## src/rtl/vga_capture_if.sv

```systemverilog
// Wishbone write-master bundle between the VGA capture block and the SDRAM controller.
interface vga_capture_if;
    logic [31:0] adr;
    logic [15:0] dat_ms;
    logic        cyc;
    logic        stb;
    logic        we;
    logic [1:0]  sel;
    logic [2:0]  cti;
    logic [1:0]  bte;
    logic        ack;

    modport master (output adr, dat_ms, cyc, stb, we, sel, cti, bte, input ack);
    modport slave  (input adr, dat_ms, cyc, stb, we, sel, cti, bte, output ack);
endinterface

```

## src/rtl/vga_capture.sv

```systemverilog
// VGA stream capture: rebuilds pixel coordinates from sync/blank, packs RGB565 and
// writes each active pixel into the framebuffer through a small FIFO and a Wishbone master.
module vga_capture #(
    parameter int          vga_HDISP = 640,
    parameter int          vga_VDISP = 480,
    parameter int          FIFO_AW   = 4,
    parameter logic [31:0] FB_BASE   = 32'h0
) (
    input  logic          vga_CLK,
    input  logic          rst,
    input  logic          vid_hs,
    input  logic          vid_vs,
    input  logic          vid_blank,
    input  logic [7:0]    vid_r,
    input  logic [7:0]    vid_g,
    input  logic [7:0]    vid_b,
    vga_capture_if.master wshb,
    output logic          locked,
    output logic          overflow,
    output logic [7:0]    frame_cnt
);
    localparam int NPIX  = vga_HDISP * vga_VDISP;
    localparam int IDX_W = (NPIX > 1) ? $clog2(NPIX) : 1;
    localparam int X_W   = $clog2(vga_HDISP + 1);
    localparam int Y_W   = $clog2(vga_VDISP + 1);
    localparam int DEPTH = 1 << FIFO_AW;
    localparam int ENT_W = IDX_W + 16;

    localparam logic [1:0] S_WAIT_VS  = 2'd0;
    localparam logic [1:0] S_WAIT_ACT = 2'd1;
    localparam logic [1:0] S_CAP      = 2'd2;

    localparam logic [FIFO_AW+1:0] DEPTH_V = (FIFO_AW + 2)'(DEPTH);

    // Input stage
    logic       hs_reg, vs_reg, vs_prev_reg, blank_reg;
    logic [7:0] r_reg, g_reg, b_reg;
    logic       vs_fall;
    logic       unused_bits;

    always_ff @(posedge vga_CLK) begin
        if (rst) begin
            hs_reg      <= 1'b1;
            vs_reg      <= 1'b1;
            vs_prev_reg <= 1'b1;
            blank_reg   <= 1'b0;
            r_reg       <= '0;
            g_reg       <= '0;
            b_reg       <= '0;
        end else begin
            hs_reg      <= vid_hs;
            vs_reg      <= vid_vs;
            vs_prev_reg <= vs_reg;
            blank_reg   <= vid_blank;
            r_reg       <= vid_r;
            g_reg       <= vid_g;
            b_reg       <= vid_b;
        end
    end

    assign vs_fall     = vs_prev_reg & ~vs_reg;
    // Coordinates come from VS/BLANK alone; HS and the truncated colour LSBs are not needed.
    assign unused_bits = ^{hs_reg, r_reg[2:0], g_reg[1:0], b_reg[2:0]};

    // Frame tracking state machine
    logic [1:0]       state_reg, state_next;
    logic [X_W-1:0]   x_reg, x_next;
    logic [Y_W-1:0]   y_reg, y_next;
    logic [IDX_W-1:0] idx_reg, idx_next;
    logic             locked_reg, locked_next;
    logic [7:0]       frame_cnt_reg, frame_next;
    logic             advance;

    always_comb begin
        state_next  = state_reg;
        x_next      = x_reg;
        y_next      = y_reg;
        idx_next    = idx_reg;
        locked_next = locked_reg;
        frame_next  = frame_cnt_reg;
        advance     = 1'b0;
        case (state_reg)
            S_WAIT_VS: begin
                x_next   = '0;
                y_next   = '0;
                idx_next = '0;
                if (vs_fall) state_next = S_WAIT_ACT;
            end
            S_WAIT_ACT: begin
                x_next   = '0;
                y_next   = '0;
                idx_next = '0;
                if (!vs_fall && vs_reg && blank_reg) begin
                    locked_next = 1'b1;
                    advance     = 1'b1;
                end
            end
            S_CAP: begin
                if (vs_fall) begin
                    // A VS edge mid-frame doubles as the start trigger of the next frame.
                    locked_next = 1'b0;
                    state_next  = S_WAIT_ACT;
                    x_next      = '0;
                    y_next      = '0;
                    idx_next    = '0;
                end else if ((blank_reg && y_reg == Y_W'(vga_VDISP)) ||
                             (!blank_reg && x_reg != '0)) begin
                    locked_next = 1'b0;
                    state_next  = S_WAIT_VS;
                end else if (blank_reg) begin
                    advance = 1'b1;
                end
            end
            default: state_next = S_WAIT_VS;
        endcase

        // x/y/idx are zero whenever we are outside CAP, so this path also serves pixel (0,0).
        if (advance) begin
            state_next = S_CAP;
            idx_next   = idx_reg + IDX_W'(1);
            if (x_reg == X_W'(vga_HDISP - 1)) begin
                x_next = '0;
                if (y_reg == Y_W'(vga_VDISP - 1)) begin
                    y_next     = '0;
                    idx_next   = '0;
                    frame_next = frame_cnt_reg + 8'd1;
                    state_next = S_WAIT_VS;
                end else begin
                    y_next = y_reg + Y_W'(1);
                end
            end else begin
                x_next = x_reg + X_W'(1);
            end
        end
    end

    always_ff @(posedge vga_CLK) begin
        if (rst) begin
            state_reg     <= S_WAIT_VS;
            x_reg         <= '0;
            y_reg         <= '0;
            idx_reg       <= '0;
            locked_reg    <= 1'b0;
            frame_cnt_reg <= '0;
        end else begin
            state_reg     <= state_next;
            x_reg         <= x_next;
            y_reg         <= y_next;
            idx_reg       <= idx_next;
            locked_reg    <= locked_next;
            frame_cnt_reg <= frame_next;
        end
    end

    // FIFO: array storage plus the Wishbone output register, which counts as one entry
    logic [ENT_W-1:0]   mem [DEPTH];
    logic [FIFO_AW:0]   wr_ptr_reg, rd_ptr_reg;
    logic [FIFO_AW:0]   mem_cnt;
    logic [FIFO_AW+1:0] total_cnt;
    logic               full, mem_empty, push_en, pop, load;
    logic               stb_reg, overflow_reg;
    logic [31:0]        adr_reg;
    logic [15:0]        dat_reg;
    logic [ENT_W-1:0]   head_ent;
    logic [31:0]        head_adr;

    assign mem_cnt   = wr_ptr_reg - rd_ptr_reg;
    assign total_cnt = {1'b0, mem_cnt} + {{(FIFO_AW + 1){1'b0}}, stb_reg};
    assign full      = (total_cnt >= DEPTH_V);
    assign mem_empty = (wr_ptr_reg == rd_ptr_reg);
    assign push_en   = advance & ~full;
    assign pop       = stb_reg & wshb.ack;
    assign load      = ~mem_empty & (~stb_reg | wshb.ack);
    assign head_ent  = mem[rd_ptr_reg[FIFO_AW-1:0]];
    assign head_adr  = FB_BASE + (32'(head_ent[ENT_W-1:16]) << 1);

    always_ff @(posedge vga_CLK) begin
        if (push_en)
            mem[wr_ptr_reg[FIFO_AW-1:0]] <= {idx_reg, b_reg[7:3], g_reg[7:2], r_reg[7:3]};
    end

    always_ff @(posedge vga_CLK) begin
        if (rst) begin
            wr_ptr_reg   <= '0;
            rd_ptr_reg   <= '0;
            stb_reg      <= 1'b0;
            adr_reg      <= FB_BASE;
            dat_reg      <= '0;
            overflow_reg <= 1'b0;
        end else begin
            if (push_en)
                wr_ptr_reg <= wr_ptr_reg + (FIFO_AW + 1)'(1);
            if (advance && full)
                overflow_reg <= 1'b1;
            if (load) begin
                stb_reg    <= 1'b1;
                adr_reg    <= head_adr;
                dat_reg    <= head_ent[15:0];
                rd_ptr_reg <= rd_ptr_reg + (FIFO_AW + 1)'(1);
            end else if (pop) begin
                stb_reg <= 1'b0;
            end
        end
    end

    assign wshb.cyc    = stb_reg;
    assign wshb.stb    = stb_reg;
    assign wshb.we     = 1'b1;
    assign wshb.sel    = 2'b11;
    assign wshb.cti    = 3'b000;
    assign wshb.bte    = 2'b00;
    assign wshb.adr    = adr_reg;
    assign wshb.dat_ms = dat_reg;

    assign locked    = locked_reg;
    assign overflow  = overflow_reg;
    assign frame_cnt = frame_cnt_reg;
endmodule

```

## src/flat_wrapper.sv

```systemverilog
// flat-port wrapper written by rule: the top's interface ports become plain ports
module vga_capture_flat 
#(
    parameter int          vga_HDISP = 640,
    parameter int          vga_VDISP = 480,
    parameter int          FIFO_AW   = 4,
    parameter logic [31:0] FB_BASE   = 32'h0
)
  (vga_CLK, rst, vid_hs, vid_vs, vid_blank, vid_r, vid_g, vid_b, locked, overflow, frame_cnt, wshb_adr, wshb_dat_ms, wshb_cyc, wshb_stb, wshb_we, wshb_sel, wshb_cti, wshb_bte, wshb_ack);
  vga_capture_if wshb_i ();
  input  logic vga_CLK;
  input  logic rst;
  input  logic vid_hs;
  input  logic vid_vs;
  input  logic vid_blank;
  input  logic [7:0] vid_r;
  input  logic [7:0] vid_g;
  input  logic [7:0] vid_b;
  output logic locked;
  output logic overflow;
  output logic [7:0] frame_cnt;
  output wire logic [$bits(wshb_i.adr)-1:0] wshb_adr;
  output wire logic [$bits(wshb_i.dat_ms)-1:0] wshb_dat_ms;
  output wire logic [$bits(wshb_i.cyc)-1:0] wshb_cyc;
  output wire logic [$bits(wshb_i.stb)-1:0] wshb_stb;
  output wire logic [$bits(wshb_i.we)-1:0] wshb_we;
  output wire logic [$bits(wshb_i.sel)-1:0] wshb_sel;
  output wire logic [$bits(wshb_i.cti)-1:0] wshb_cti;
  output wire logic [$bits(wshb_i.bte)-1:0] wshb_bte;
  input wire logic [$bits(wshb_i.ack)-1:0] wshb_ack;
  assign wshb_adr = wshb_i.adr;
  assign wshb_dat_ms = wshb_i.dat_ms;
  assign wshb_cyc = wshb_i.cyc;
  assign wshb_stb = wshb_i.stb;
  assign wshb_we = wshb_i.we;
  assign wshb_sel = wshb_i.sel;
  assign wshb_cti = wshb_i.cti;
  assign wshb_bte = wshb_i.bte;
  assign wshb_i.ack = wshb_ack;
  vga_capture #(.vga_HDISP(vga_HDISP), .vga_VDISP(vga_VDISP), .FIFO_AW(FIFO_AW), .FB_BASE(FB_BASE)) u_core (.vga_CLK(vga_CLK), .rst(rst), .vid_hs(vid_hs), .vid_vs(vid_vs), .vid_blank(vid_blank), .vid_r(vid_r), .vid_g(vid_g), .vid_b(vid_b), .wshb(wshb_i), .locked(locked), .overflow(overflow), .frame_cnt(frame_cnt));
endmodule
```

## config.mk

```make
export PLATFORM = sky130hd
export DESIGN_NAME = vga_capture_flat
export DESIGN_NICKNAME = d
export VERILOG_FILES = /design/src/rtl/vga_capture_if.sv /design/src/rtl/vga_capture.sv /design/src/flat_wrapper.sv
export SDC_FILE = /design/constraint.sdc
export NUM_CORES = 1
export LEC_CHECK = 0
export CAP_MARGIN = 25
export CORE_MARGIN = 2
export CORE_UTILIZATION = 45
export CTS_CLUSTER_DIAMETER = 30
export DETAILED_ROUTE_END_ITERATION = 6
export DONT_BUFFER_PORTS = 1
export GPL_TIMING_DRIVEN = 0
export PLACE_DENSITY = 0.72
export SYNTH_ARGS = -nofsm -noshare
export SYNTH_HDL_FRONTEND = slang
export SYNTH_SLANG_ARGS = --single-unit
```

## constraint.sdc

```tcl
create_clock -name vga_CLK -period 5.2 [get_ports vga_CLK]
set_clock_uncertainty 0.1 [all_clocks]
set_input_delay 0 -clock vga_CLK [delete_from_list [all_inputs] [get_ports vga_CLK]]
set_output_delay 0 -clock vga_CLK [all_outputs]
set_load 0.02 [all_outputs]
```

==> impl_metrics.csv <==
group,metric,value,unit
layout,largest_register_ffs,560,
worst_hold_path,hp-class,"in2reg",
synth,ys_types,65,
cts,cts_tree,"done",
critical_path,reg2reg_slack,0.23,ns
timing,post-route-min-period,4.97,ns
global_route,grt_pass1_wl,95200,µm
layout,layout-drive-gt1-share,24.4,%
critical_path,required,5.45,ns
cts,path_clk_slew,0.06,ns
cts,htreeDepth,3,
cts,cts_buffers,113,
synth,postSynth.asyncResetShare,0,%
synth,syn_area,26100,µm²
power,p_leak,0.0101,µW
synth,yosysTopAreaCell,"edfxtp_1",
synth,synth_most_common_cell,"edfxtp_1",
power,irDropWorstVdd,273,µV
floorplanning,top_level_ports,98,
drt,drt_first_pass_iters,5,
global_route,grt_max_degree,22,
layout,stdcell_count,2524,
drt,num_vias,14800,
floorplanning,num_rows,88,
timing,slew_headroom,25.9,%
layout,fill_cells,4167,
timing,setup_viol,0,
layout,finalNetCount,1710,
timing,period_share,95.6,%
synth,ys_top_cells_by_count,"edfxtp_1 (560), mux4_2 (140), dfxtp_1 (115)",
synth,synth_top_cell_area_share,64.4,%
placement,dp_cells,2269,
run,cap_violations,0,
global_route,grt_pass1_vias,15200,
synth,synthCells,1462,
floorplanning,die_w,245,µm
placement,place_hpwl,38800,µm
critical_path,worstPathArrival,5.22,ns
timing,report.final.slew_viol_count,0,
floorplanning,die_h,245,µm
floorplanning,core_area,57600,µm²
run_status,status,"completed",
drt,ant_nets,0,
drt,drc,0,
critical_path,cp-end-kind,"flip-flop",
placement,io_buffers,0,
timing,whs,0.0906,ns
drt,drt-total-wl,63500,µm
drt,dr.first_iter.drc_count,1624,
cts,clk_latency,0.67,ns
global_route,grt_usage,21.5,%
timing,worst_pin_slew,1.11,ns
layout,syn2layout_area_growth,22.8,%
drt,wire_per_inst,25.2,µm
timing,max_freq,201,MHz
floorplanning,initial_core_util,45.4,%
global_route,overflow,0,
global_route,antenna_found_initial,0,
synth,avgSynthCellArea,17.9,µm²
cts,root_buffer,"clkbuf_16",
cts,clock-sinks,675,
timing,rsz0062_at_grt,"no",
synth,synth_seq_area_share,73.2,%
layout,diodes,0,
synth,synth_ff_type,"edfxtp_1",
cts,cts.path.max_buffers,3,
synth,ys_seq_elements,675,
synth,synth_edf_count,560,
layout,multi_input_area,6670,µm²
placement,gp_congestion,0.846,
critical_path,crit_fanout,20,
floorplanning,dieArea,60000,µm²
critical_path,path_class,"reg2reg",
synth,synth_area_leaders,"edfxtp_1 (64%), mux4_2 (12%), dfxtp_1 (8.8%), a22oi_1 (2.0%), a21oi_1 (1.9%)",
power,power.density,436,nW/µm²
synth,yosys_warnings,0,
critical_path,cp-start-kind,"flip-flop",
layout,seqCellArea,19100,µm²
timing,final-hold-violation-count,0,
drt,vias_per_cell,5.86,
[worst paths after layout]
check / startpoint / cells past startpoint / to
max: u_core.rd_ptr_reg[1] / 12 / u_core.mem[12][29]
min: wshb_ack / 3 / u_core.wshb.cyc
max reg2reg: u_core.rd_ptr_reg[1] / 12 / u_core.mem[12][29]
min reg2reg: u_core.y_reg[8] / 2 / u_core.y_reg[8]
[power breakdown]
part | internal [µW] | total [µW] | switching (µW)
combinational | 317 | 715 | 398
sequential | 5860 | 5980 | 112
clock | 4610 | 7300 | 2700
[layer usage]
metal	routed length, µm	up-vias	part of all wire [%]	track usage (%)
li1	-	6259	-	-
met1	24400	7563	38	27.6
met2	31400	831	49	35.6
met3	5900	146	9.3	5.60
met4	1820	0	2.9	7.64
met5	0	-	0	0
[repair_timing]
item / in CTS / in global routing
setup buffers: 0 / 0
resized for setup: 1 / 0
hold endpoints to repair: 27 / 0
setup endpoints to repair: 36 / 0
hold buffers: 38 / 0
[cell usage in the layout, fill, tap and decap left out, types with 21 or more instances in the layout]
master / count
conb_1: 21
a21oi_1: 97
a22oi_1: 70
dfxtp_1: 115
nor2_1: 91
mux4_2: 140
buf_4: 23
nand3_1: 28
dlygate4sd3_1: 38
clkbuf_16: 113
nand2_1: 32
clkbuf_1: 62
edfxtp_1: 560
[critical path, stage by stage (launching register included)]
cell and delay, ns:
dfxtp_1 0.34, buf_2 0.24, clkbuf_1 0.45, clkbuf_2 0.43
inv_1 0.16, fa_1 0.48, a21o_1 0.18, a21oi_1 0.18
xnor2_1 0.17, nand3_1 0.23, or3b_1 0.59, nor2_4 0.80
buf_16 0.26
[kinds of logic after synthesis]
family | count (synthesis) | synth area share (%)
xor gates and xnor gates | 32 | 1.07
muxes | 143 | 12.2
other | 2 | 0.0287
adders and majority gates | 21 | 1.03
AOI/OAI and AO/OA | 206 | 5.11
DFF | 675 | 73.2
and+or+nand+nor | 271 | 5.27
buffers and inverters | 112 | 2.13
[final cells by class]
cell class	instances	share of cell area, %
Buffer	94	1.53
Clock buffer	130	9.04
Clock inverter	85	2.84
Inverter	18	0.211
Multi-Input combinational cell	695	20.8
Sequential cell	675	59.6
Tap cell	765	2.98
Timing Repair Buffer	62	3.05
[stage by stage]
step	setup slack [ns]	total power (µW)	TNS, ns	area [µm²]	util [%]
floorplan	0.383	6560	0	26200	-
global placement	-2.11	6750	-1061.36	27200	47.2
finish	0.230	14000	0	32100	55.7
CTS	0.263	14100	0	32100	55.7
detailed placement	-0.0442	6770	-1.32	27900	48.4
global route	0.0541	14400	0	32100	55.7
No activity file was read; power rests on OpenSTA's default activity.
